===== src/rtl/dmem_access_unit.sv =====
// rtl/dmem_access_unit.sv - handshaked data-memory access unit with lane steering and load extension
// Holds the core via stall while one access walks IDLE -> REQ -> (WAIT_R) -> DONE.
module dmem_access_unit #(
  parameter int ADDR_WIDTH     = 32,
  parameter int TIMEOUT_CYCLES = 255
) (
  input  logic                  clk,
  input  logic                  rstn,
  input  logic                  mem_read,
  input  logic                  mem_write,
  input  logic [1:0]            maskmode,
  input  logic                  sext,
  input  logic [ADDR_WIDTH-1:0] address,
  input  logic [31:0]           write_data,
  output logic [31:0]           read_data,
  output logic                  stall,
  output logic                  misalign_err,
  output logic                  bus_err,
  output logic                  mem_req,
  output logic                  mem_we,
  output logic [ADDR_WIDTH-3:0] mem_addr,
  output logic [3:0]            mem_be,
  output logic [31:0]           mem_wdata,
  input  logic                  mem_gnt,
  input  logic                  mem_rvalid,
  input  logic [31:0]           mem_rdata
);

  typedef enum logic [1:0] {IDLE, REQ, WAIT_R, DONE} state_t;

  localparam logic [7:0] TO_LAST = 8'(TIMEOUT_CYCLES - 1);

  state_t                state_q;
  logic [7:0]            cnt_q;
  logic [1:0]            mode_q;
  logic                  sext_q;
  logic [1:0]            off_q;
  logic                  wr_q;
  logic [31:0]           read_data_q;
  logic                  misalign_err_q;
  logic                  bus_err_q;
  logic                  mem_req_q;
  logic                  mem_we_q;
  logic [ADDR_WIDTH-3:0] mem_addr_q;
  logic [3:0]            mem_be_q;
  logic [31:0]           mem_wdata_q;

  logic                  req_any;
  logic                  misaligned;
  logic [3:0]            st_be;
  logic [31:0]           st_wdata;
  logic [7:0]            ld_byte;
  logic [15:0]           ld_half;
  logic [31:0]           ld_ext;

  assign req_any = mem_read | mem_write;
  assign stall   = req_any & (state_q != DONE);

  // Alignment and store steering are evaluated on the live inputs, only used in IDLE.
  always_comb begin
    misaligned = 1'b0;
    st_be      = 4'b0000;
    st_wdata   = 32'h0;
    case (maskmode)
      2'b00: begin
        st_be    = 4'b0001 << address[1:0];
        st_wdata = {4{write_data[7:0]}};
      end
      2'b01: begin
        misaligned = address[0];
        st_be      = address[1] ? 4'b1100 : 4'b0011;
        st_wdata   = {2{write_data[15:0]}};
      end
      2'b10: begin
        misaligned = |address[1:0];
        st_be      = 4'b1111;
        st_wdata   = write_data;
      end
      default: misaligned = 1'b1;
    endcase
  end

  // Load extraction uses the latched offset/mode; sext_q=1 selects zero extension.
  always_comb begin
    ld_byte = 8'h0;
    case (off_q)
      2'd0:    ld_byte = mem_rdata[7:0];
      2'd1:    ld_byte = mem_rdata[15:8];
      2'd2:    ld_byte = mem_rdata[23:16];
      default: ld_byte = mem_rdata[31:24];
    endcase
    ld_half = off_q[1] ? mem_rdata[31:16] : mem_rdata[15:0];
    case (mode_q)
      2'b00:   ld_ext = {{24{~sext_q & ld_byte[7]}}, ld_byte};
      2'b01:   ld_ext = {{16{~sext_q & ld_half[15]}}, ld_half};
      default: ld_ext = mem_rdata;
    endcase
  end

  always_ff @(posedge clk) begin
    if (!rstn) begin
      state_q        <= IDLE;
      cnt_q          <= 8'h0;
      mode_q         <= 2'b00;
      sext_q         <= 1'b0;
      off_q          <= 2'b00;
      wr_q           <= 1'b0;
      read_data_q    <= 32'h0;
      misalign_err_q <= 1'b0;
      bus_err_q      <= 1'b0;
      mem_req_q      <= 1'b0;
      mem_we_q       <= 1'b0;
      mem_addr_q     <= '0;
      mem_be_q       <= 4'b0000;
      mem_wdata_q    <= 32'h0;
    end else begin
      misalign_err_q <= 1'b0;
      bus_err_q      <= 1'b0;
      case (state_q)
        IDLE: begin
          cnt_q <= 8'h0;
          if (req_any) begin
            mode_q <= maskmode;
            sext_q <= sext;
            off_q  <= address[1:0];
            wr_q   <= mem_write;
            if (misaligned) begin
              state_q        <= DONE;
              misalign_err_q <= 1'b1;
            end else begin
              state_q     <= REQ;
              mem_req_q   <= 1'b1;
              mem_we_q    <= mem_write;
              mem_addr_q  <= address[ADDR_WIDTH-1:2];
              mem_be_q    <= mem_write ? st_be : 4'b1111;
              mem_wdata_q <= mem_write ? st_wdata : 32'h0;
            end
          end
        end
        REQ: begin
          if (mem_gnt) begin
            mem_req_q <= 1'b0;
            cnt_q     <= 8'h0;
            state_q   <= wr_q ? DONE : WAIT_R;
          end else if (cnt_q == TO_LAST) begin
            mem_req_q   <= 1'b0;
            cnt_q       <= 8'h0;
            bus_err_q   <= 1'b1;
            read_data_q <= 32'h0;
            state_q     <= DONE;
          end else begin
            cnt_q <= cnt_q + 8'h1;
          end
        end
        WAIT_R: begin
          if (mem_rvalid) begin
            read_data_q <= ld_ext;
            cnt_q       <= 8'h0;
            state_q     <= DONE;
          end else if (cnt_q == TO_LAST) begin
            cnt_q       <= 8'h0;
            bus_err_q   <= 1'b1;
            read_data_q <= 32'h0;
            state_q     <= DONE;
          end else begin
            cnt_q <= cnt_q + 8'h1;
          end
        end
        default: begin
          cnt_q   <= 8'h0;
          state_q <= IDLE;
        end
      endcase
    end
  end

  assign read_data    = read_data_q;
  assign misalign_err = misalign_err_q;
  assign bus_err      = bus_err_q;
  assign mem_req      = mem_req_q;
  assign mem_we       = mem_we_q;
  assign mem_addr     = mem_addr_q;
  assign mem_be       = mem_be_q;
  assign mem_wdata    = mem_wdata_q;

endmodule

===== config.mk =====
export PLATFORM = sky130hd
export DESIGN_NAME = dmem_access_unit
export DESIGN_NICKNAME = d
export VERILOG_FILES = /design/src/rtl/dmem_access_unit.sv
export SDC_FILE = /design/constraint.sdc
export NUM_CORES = 1
export LEC_CHECK = 0
export ABC_AREA = 1
export CAP_MARGIN = 10
export CORE_MARGIN = 8
export CORE_UTILIZATION = 47
export DETAILED_ROUTE_END_ITERATION = 8
export GPL_TIMING_DRIVEN = 0
export PLACE_DENSITY = 0.85
export SKIP_LAST_GASP = 1
export SLEW_MARGIN = 20
export SYNTH_ARGS = -nofsm -noshare
export SYNTH_HDL_FRONTEND = slang
export SYNTH_SLANG_ARGS = --single-unit

===== constraint.sdc =====
create_clock -name clk -period 4.12 [get_ports clk]
set_input_delay 0.412 -clock clk [delete_from_list [all_inputs] [get_ports clk]]
set_output_delay 0.412 -clock clk [all_outputs]
set_load 0.01 [all_outputs]

==> impl_metrics.toml, run 1 <==
[status]
outcome = "finished clean"

[power]
switchingPower_uw = 1490
power.internal_uw = 3130
power.static_leakage_uw = 0.00331
vdd.ir_drop.worst_v = 0.000273
clock_power_share_pct = 34.9
share_of_total_power_in_sequential_cells_pct = 31.3
combinationalPowerShare_pct = 33.9
power_density_nw_per_um2 = 564
sw_frac_of_total_pct = 32.2

[floorplanning]
floorplan.io_pins = 208
die_x_um = 122
rows = 39
die_height_um = 122
design.core.area_um2 = 11200
floorplan.die_area_um2 = 15000
start_util_pct = 47.3

[drt]
initialDrtViolationCount = 455
viasPerCell = 5.08
avgRoutedWirePerCell_um = 15.6
dr.pass1.iters = 6
dr_total_vias = 5857
route.detailed.drc = 0
detail-route-antenna-nets = 0
wl_final_um = 18000

[timing]
timing.slew.headroom_pct = 60.0
max_clock_freq_mhz = 477
final.setup.tns_ns = 0
timing.final.hold_violations = 0
layout_min_cycle_time_ns = 2.10
final_min_period_over_clock_period_pct = 50.9
setup_viol_count_final = 0
tightest_slew_ns = 0.599
timing_max_transition_violations_final = 0
finalClockSkew_ns = 0.00702
grt_setup_unrepaired = "false"

[logic_synthesis]
synthesis.nets = 885
synth.largest_area_cell = "dfxtp_1"
synth_top_area_share_pct = 44.5
ys_top_cells_by_area = "dfxtp_1 (44%), nand2_1 (19%), a21oi_1 (8.3%)"
postSynthAreaPerCell_um2 = 6.88
synth-seq-cells = 118
asyncSetResetFlopFracSynth_pct = 0
summed_instance_area_of_the_synthesized_netlist_um2 = 5310
synth.yosys.seq_area_share_pct = 44.5
yosys.cell_types.count = 27
postSynthCellCount = 772
yosysWarnings = 0
synth_edf_count = 0
synthFlopType = "dfxtp_1"

[clocking]
cts_repair_resize_count = 0
clk_latency_ns = 0.41
ctsHtreeMaxLevel = 4
clk_pin_slew_worst_paths_ns = 0.05
setup_buffers_after_cts = 0
cts_tree = "built"
clk_path_buf_depth = 2
cts_num_sinks = 118
clk_root_buffer_cell = "clkbuf_16"
cts_hold_buffers = 0
cts-buffers-inserted = 17

[place]
port-buffer-count = 207
dp_hpwl_um = 13700
routabilityCongestion = 0.903

[worst_setup_path]
crit_top_cell = "inv_2"
crit_arrival_ns = 2.36
crit_path_cell_trace = "inv_1 > ha_1 > inv_2 > nor2_2 > inv_2 > nor2_4 > inv_4 > buf_6 > nand2_1 > a21oi_1"
timing.critical_path.from = "state_q[0]"
r2r_slack_ns = 2.02
cp_max_fo = 10
r2r_start = "state_q[0]"
critical_path.startpoint_type = "flip-flop"
r2r-end = "mem_wdata[10]"
endpoint_kind_of_the_worst_setup_timing_path = "flip-flop"
endpoint = "mem_wdata[10]"
worst_r2r_path_depth = 10
cpMaxStageDelayCell = "dfxtp_1"
cp_required_ns = 4.39
path_class = "flip-flop to flip-flop"
cp_slowest_stage_delay_ns = 0.36

[finish]
mostFrequentLayoutCells = "nand2_1 (268), clkdlybuf4s50_1 (207), dfxtp_1 (118), nor2_1 (95), a21oi_1 (88)"
final_common_cell = "nand2_1"
filler_cell_count = 889
flow.area_growth_from_synthesis_pct = 54.4
final_util_pct = 73.1
layout.nets = 1111
antennaDiodeCount = 0
final_layout_size_suffix_gt1_share_pct = 6.33

[min_path]
hold_removal_path_class = "flip-flop to flip-flop"

[global_routing]
grt_start_max_net_pins = 17
globalRouteTotalUtil_pct = 23.9
antenna_violations_before_repair = 0
vias_in_the_first_global_route = 5626
grt_pass1_wl_um = 28200
grt_remaining_overflow = 0

[flow_run]
timing.max_cap.violations = 0
## layer usage
layer  vias to the layer above  routed length [um]  track usage (%)
li1                       2949                   -                -
met1                      2633                7230             26.5
met2                       249                8520             39.9
met3                        26                1970             10.2
met4                         0                 329             9.06
met5                         -                   0                0
## kinds of logic (layout without fill, tap and decap cells)
group	count (synthesis)	after routing	synth area share, %
simple gates	426	426	32.0
compound gates	149	149	14.4
flops	118	118	44.5
buf+inv	67	306	6.53
fa+ha+maj	8	8	1.88
xor+xnor	4	4	0.660
## sequential cells by signal, indices dropped and copies added, names as in the netlist, 2 cells and up
register,cells
mem_wdata,32
read_data,32
mem_addr,30
cnt_q,8
mem_be,4
mode_q,2
off_q,2
state_q,2
## stage by stage
step	hold slack, ns	std cells	instance area, um2	worst slack [ns]	total power, uW
4_1_cts	0.458	1154	8200	2.03	4640
5_1_grt	0.473	1154	8200	1.81	4880
3_5_place_dp	0.450	1122	7560	1.73	3020
6_report	0.458	1154	8200	2.02	4620
2_1_floorplan	0.430	772	5310	2.43	2350
3_3_place_gp	0.445	1122	7560	1.75	3000
## synthesized netlist by cell type (3+ instances only)
cell	n
nor2_1	95
buf_2	11
clkbuf_1	18
inv_1	19
inv_2	6
dfxtp_1	118
a21oi_1	88
buf_6	10
nand3_1	53
o21ai_0	46
nand2_1	268
ha_1	8
o211ai_1	6
o21ai_1	7
xor2_1	3
## critical path: cells and delay by family (launching register included)
kind            cells  cell delay, ns
buf+inv             5            0.66
simple gates        3            0.59
flops               1            0.36
fa+ha+maj           1            0.26
compound gates      1            0.06
## cell type report
type / instances / area (um2) / area share (%)
clock buffer: 23 / 468 / 5.70
sequential: 118 / 2360 / 28.8
tap: 143 / 179 / 2.18
multi-input combinational: 587 / 2600 / 31.7
timing repair buffer: 207 / 2070 / 25.3
clock inverter: 9 / 173 / 2.10
buffer: 40 / 243 / 2.96
inverter: 27 / 104 / 1.27
## worst min-delay path by stage
stage               slack, ns         start            to  cells past startpoint
floorplan                0.43      cnt_q[0]      cnt_q[0]                      1
global placement         0.44      cnt_q[0]      cnt_q[0]                      1
detailed placement       0.45  mem_wdata[5]  mem_wdata[5]                      2
CTS                      0.46  mem_wdata[2]  mem_wdata[2]                      2
global route             0.47  mem_wdata[2]  mem_wdata[2]                      2
finish                   0.46  mem_wdata[2]  mem_wdata[2]                      2
## power by group through the flow
stage                     logic [uW]  clock network, uW  registers (uW)
final                           1570               1610            1440
after detailed placement        1550                  0            1460
after global placement          1540                  0            1460
after floorplan                  824                  0            1520
after CTS                       1570               1630            1440
after global routing            1730               1680            1470
Note: power is estimated with default switching activity, not from simulation.
==> inputs of run 2 (changes only) <==
--- a/config.mk
+++ b/config.mk
@@ -8,10 +8,10 @@
 export ABC_AREA = 1
 export CAP_MARGIN = 10
 export CORE_MARGIN = 8
-export CORE_UTILIZATION = 47
+export CORE_UTILIZATION = 44
 export DETAILED_ROUTE_END_ITERATION = 8
 export GPL_TIMING_DRIVEN = 0
-export PLACE_DENSITY = 0.85
+export PLACE_DENSITY = 0.81
 export SKIP_LAST_GASP = 1
 export SLEW_MARGIN = 20
 export SYNTH_ARGS = -nofsm -noshare
==> constraint.sdc (replaced) <==
create_clock -name clk -period 2.03 [get_ports clk]
set_input_delay 0.203 -clock clk [delete_from_list [all_inputs] [get_ports clk]]
set_output_delay 0.203 -clock clk [all_outputs]
set_load 0.01 [all_outputs]
==> impl_metrics.toml, run 2 (same netlist as run 1, synthesis figures left out) <==
[min_path]
hold_removal_path_class = "input port to flip-flop"
worst_hold_path.num_cells = 3
hold_start = "address[13]"
worst_hold_path.endpoint = "mem_addr[11]"

[clocking]
cts_hold_buffers = 0
ctsHtreeMaxLevel = 4
clk_path_buf_depth = 2
cts_num_sinks = 118
cts-buffers-inserted = 17
clk_root_buffer_cell = "clkbuf_16"
cts_tree = "built"
clk_latency_ns = 0.42
clk_pin_slew_worst_paths_ns = 0.05

[worst_setup_path]
path_class = "flip-flop to flip-flop"
r2r-end = "read_data[2]"
cpMaxStageDelayCell = "dfxtp_1"
critical_path.startpoint_type = "flip-flop"
path_buf_inv = 2
cp_slowest_stage_delay_ns = 0.46
cp_max_fo = 10
endpoint_kind_of_the_worst_setup_timing_path = "flip-flop"
worst_r2r_path_depth = 6
crit_top_cell = "a21oi_1"
crit_path_cell_trace = "inv_1 > ha_1 > a21oi_1 > clkbuf_2 > o211ai_1 > a21oi_1"
critPathTopFamily = "compound AO/OA/AOI/OAI gates"
r2r_start = "state_q[1]"
r2r_slack_ns = 0.16
crit_arrival_ns = 2.22
cp.depth = 6
cp_required_ns = 2.37

[timing]
fin_hold_ws_ns = 0.371
finalClockSkew_ns = 0.00898
layout_setup_ws_ns = 0.157
timing.slew.headroom_pct = 59.3
grt_setup_unrepaired = "true"
final_min_period_over_clock_period_pct = 92.2
timing.final.hold_violations = 0
layout_min_cycle_time_ns = 1.87
max_clock_freq_mhz = 534
setup_viol_count_final = 0
timing_max_transition_violations_final = 0
tightest_slew_ns = 0.610

[flow_run]
timing.max_cap.violations = 0

[power]
power.static_leakage_uw = 0.00332
share_of_total_power_in_sequential_cells_pct = 31.3
power_density_nw_per_um2 = 1140
power.internal_uw = 6320
vdd.ir_drop.worst_v = 0.000645
switchingPower_uw = 3060
clock_power_share_pct = 34.3
sw_frac_of_total_pct = 32.6
combinationalPowerShare_pct = 34.4
total_power_uw = 9380

[drt]
dr_total_vias = 5911
avgRoutedWirePerCell_um = 15.7
route.detailed.drc = 0
detail-route-antenna-nets = 0
wl_final_um = 18200
dr.pass1.iters = 5
viasPerCell = 5.10
initialDrtViolationCount = 585

[global_routing]
globalRouteTotalUtil_pct = 22.5
antenna_violations_before_repair = 0
grt_start_max_net_pins = 17
grt_remaining_overflow = 0
grt_pass1_wl_um = 28600
vias_in_the_first_global_route = 5772

[floorplanning]
floorplan.io_pins = 208
design.core.area_um2 = 11900
rows = 40
start_util_pct = 44.6
floorplan.die_area_um2 = 15800
die_x_um = 126
die_height_um = 126

[finish]
flow.area_growth_from_synthesis_pct = 55.0
antennaDiodeCount = 0
mostFrequentLayoutCells = "nand2_1 (268), clkdlybuf4s50_1 (207), dfxtp_1 (118), nor2_1 (95), a21oi_1 (88)"
finish.cell_count_without_fillers = 1160
layout.nets = 1114
final_layout_size_suffix_gt1_share_pct = 7.01
final_common_cell = "nand2_1"

[place]
place_ws_ns = -0.166
port-buffer-count = 207
routabilityCongestion = 0.915
dp_hpwl_um = 13700
post_place_cells = 1126

[status]
outcome = "finished clean"
==> run 2: how the worst max path moves through the flow <==
stage	start	to	slack [ns]
after floorplan	state_q[0]	mem_addr[0]	0.34
after global placement	rstn	mem_wdata[19]	-0.17
after detailed placement	rstn	mem_wdata[15]	-0.17
after CTS	state_q[0]	read_data[2]	0.03
after global routing	state_q[0]	mem_addr[2]	-0.006
final	state_q[1]	read_data[2]	0.16
==> run 2: area by class of cell <==
class,count,area [um2]
repair buffers,210,2090
flip-flops and latches,118,2360
clock buffers,23,488
fillers,998,3680
well taps,147,184
inverters,27,104
plain buffers,40,246
clock inverters,8,145
multi-input cells,587,2610
==> run 2: worst register-to-register path, cell delays in order (launching register included) <==
cell and delay, ns:
dfxtp_1 0.46, inv_1 0.11, ha_1 0.23, a21oi_1 0.41, clkbuf_2 0.32, o211ai_1 0.14, a21oi_1 0.13
==> run 2: metrics by stage <==
step                TNS [ns]  util [%]  area, um2
floorplan                  0         -       5310
finish                     0      69.1       8230
global placement       -7.06      63.5       7570
CTS                        0      69.0       8220
detailed placement     -6.88      63.5       7570
global route        -0.00633      69.1       8230
==> run 2: per-layer routing <==
layer / vias to the layer above / GRT usage, % / routed length, um / part of all wire, %
met2: 260 / 35.8 / 8270 / 45
met1: 2660 / 25.0 / 7270 / 40
li1: 2952 / - / - / -
met5: - / 0 / 0 / 0
met4: 0 / 10.1 / 482 / 2.6
met3: 39 / 11.1 / 2180 / 12
==> run 2: power by group through the flow <==
stage          Sequential (uW)  Clock (uW)  Combinational (uW)
2_1_floorplan             3090           0                1670
3_3_place_gp              2950           0                3130
3_5_place_dp              2970           0                3150
4_1_cts                   2930        3240                3210
5_1_grt                   2980        3340                3560
6_report                  2940        3220                3230
==> run 2: timing repair <==
action / in CTS / in global routing
buffers inserted: 3 / 0
hold endpoints to repair: 0 / 0
setup endpoints to repair: 59 / 92
pin swaps: 1 / 0
gates resized for setup: 0 / 7
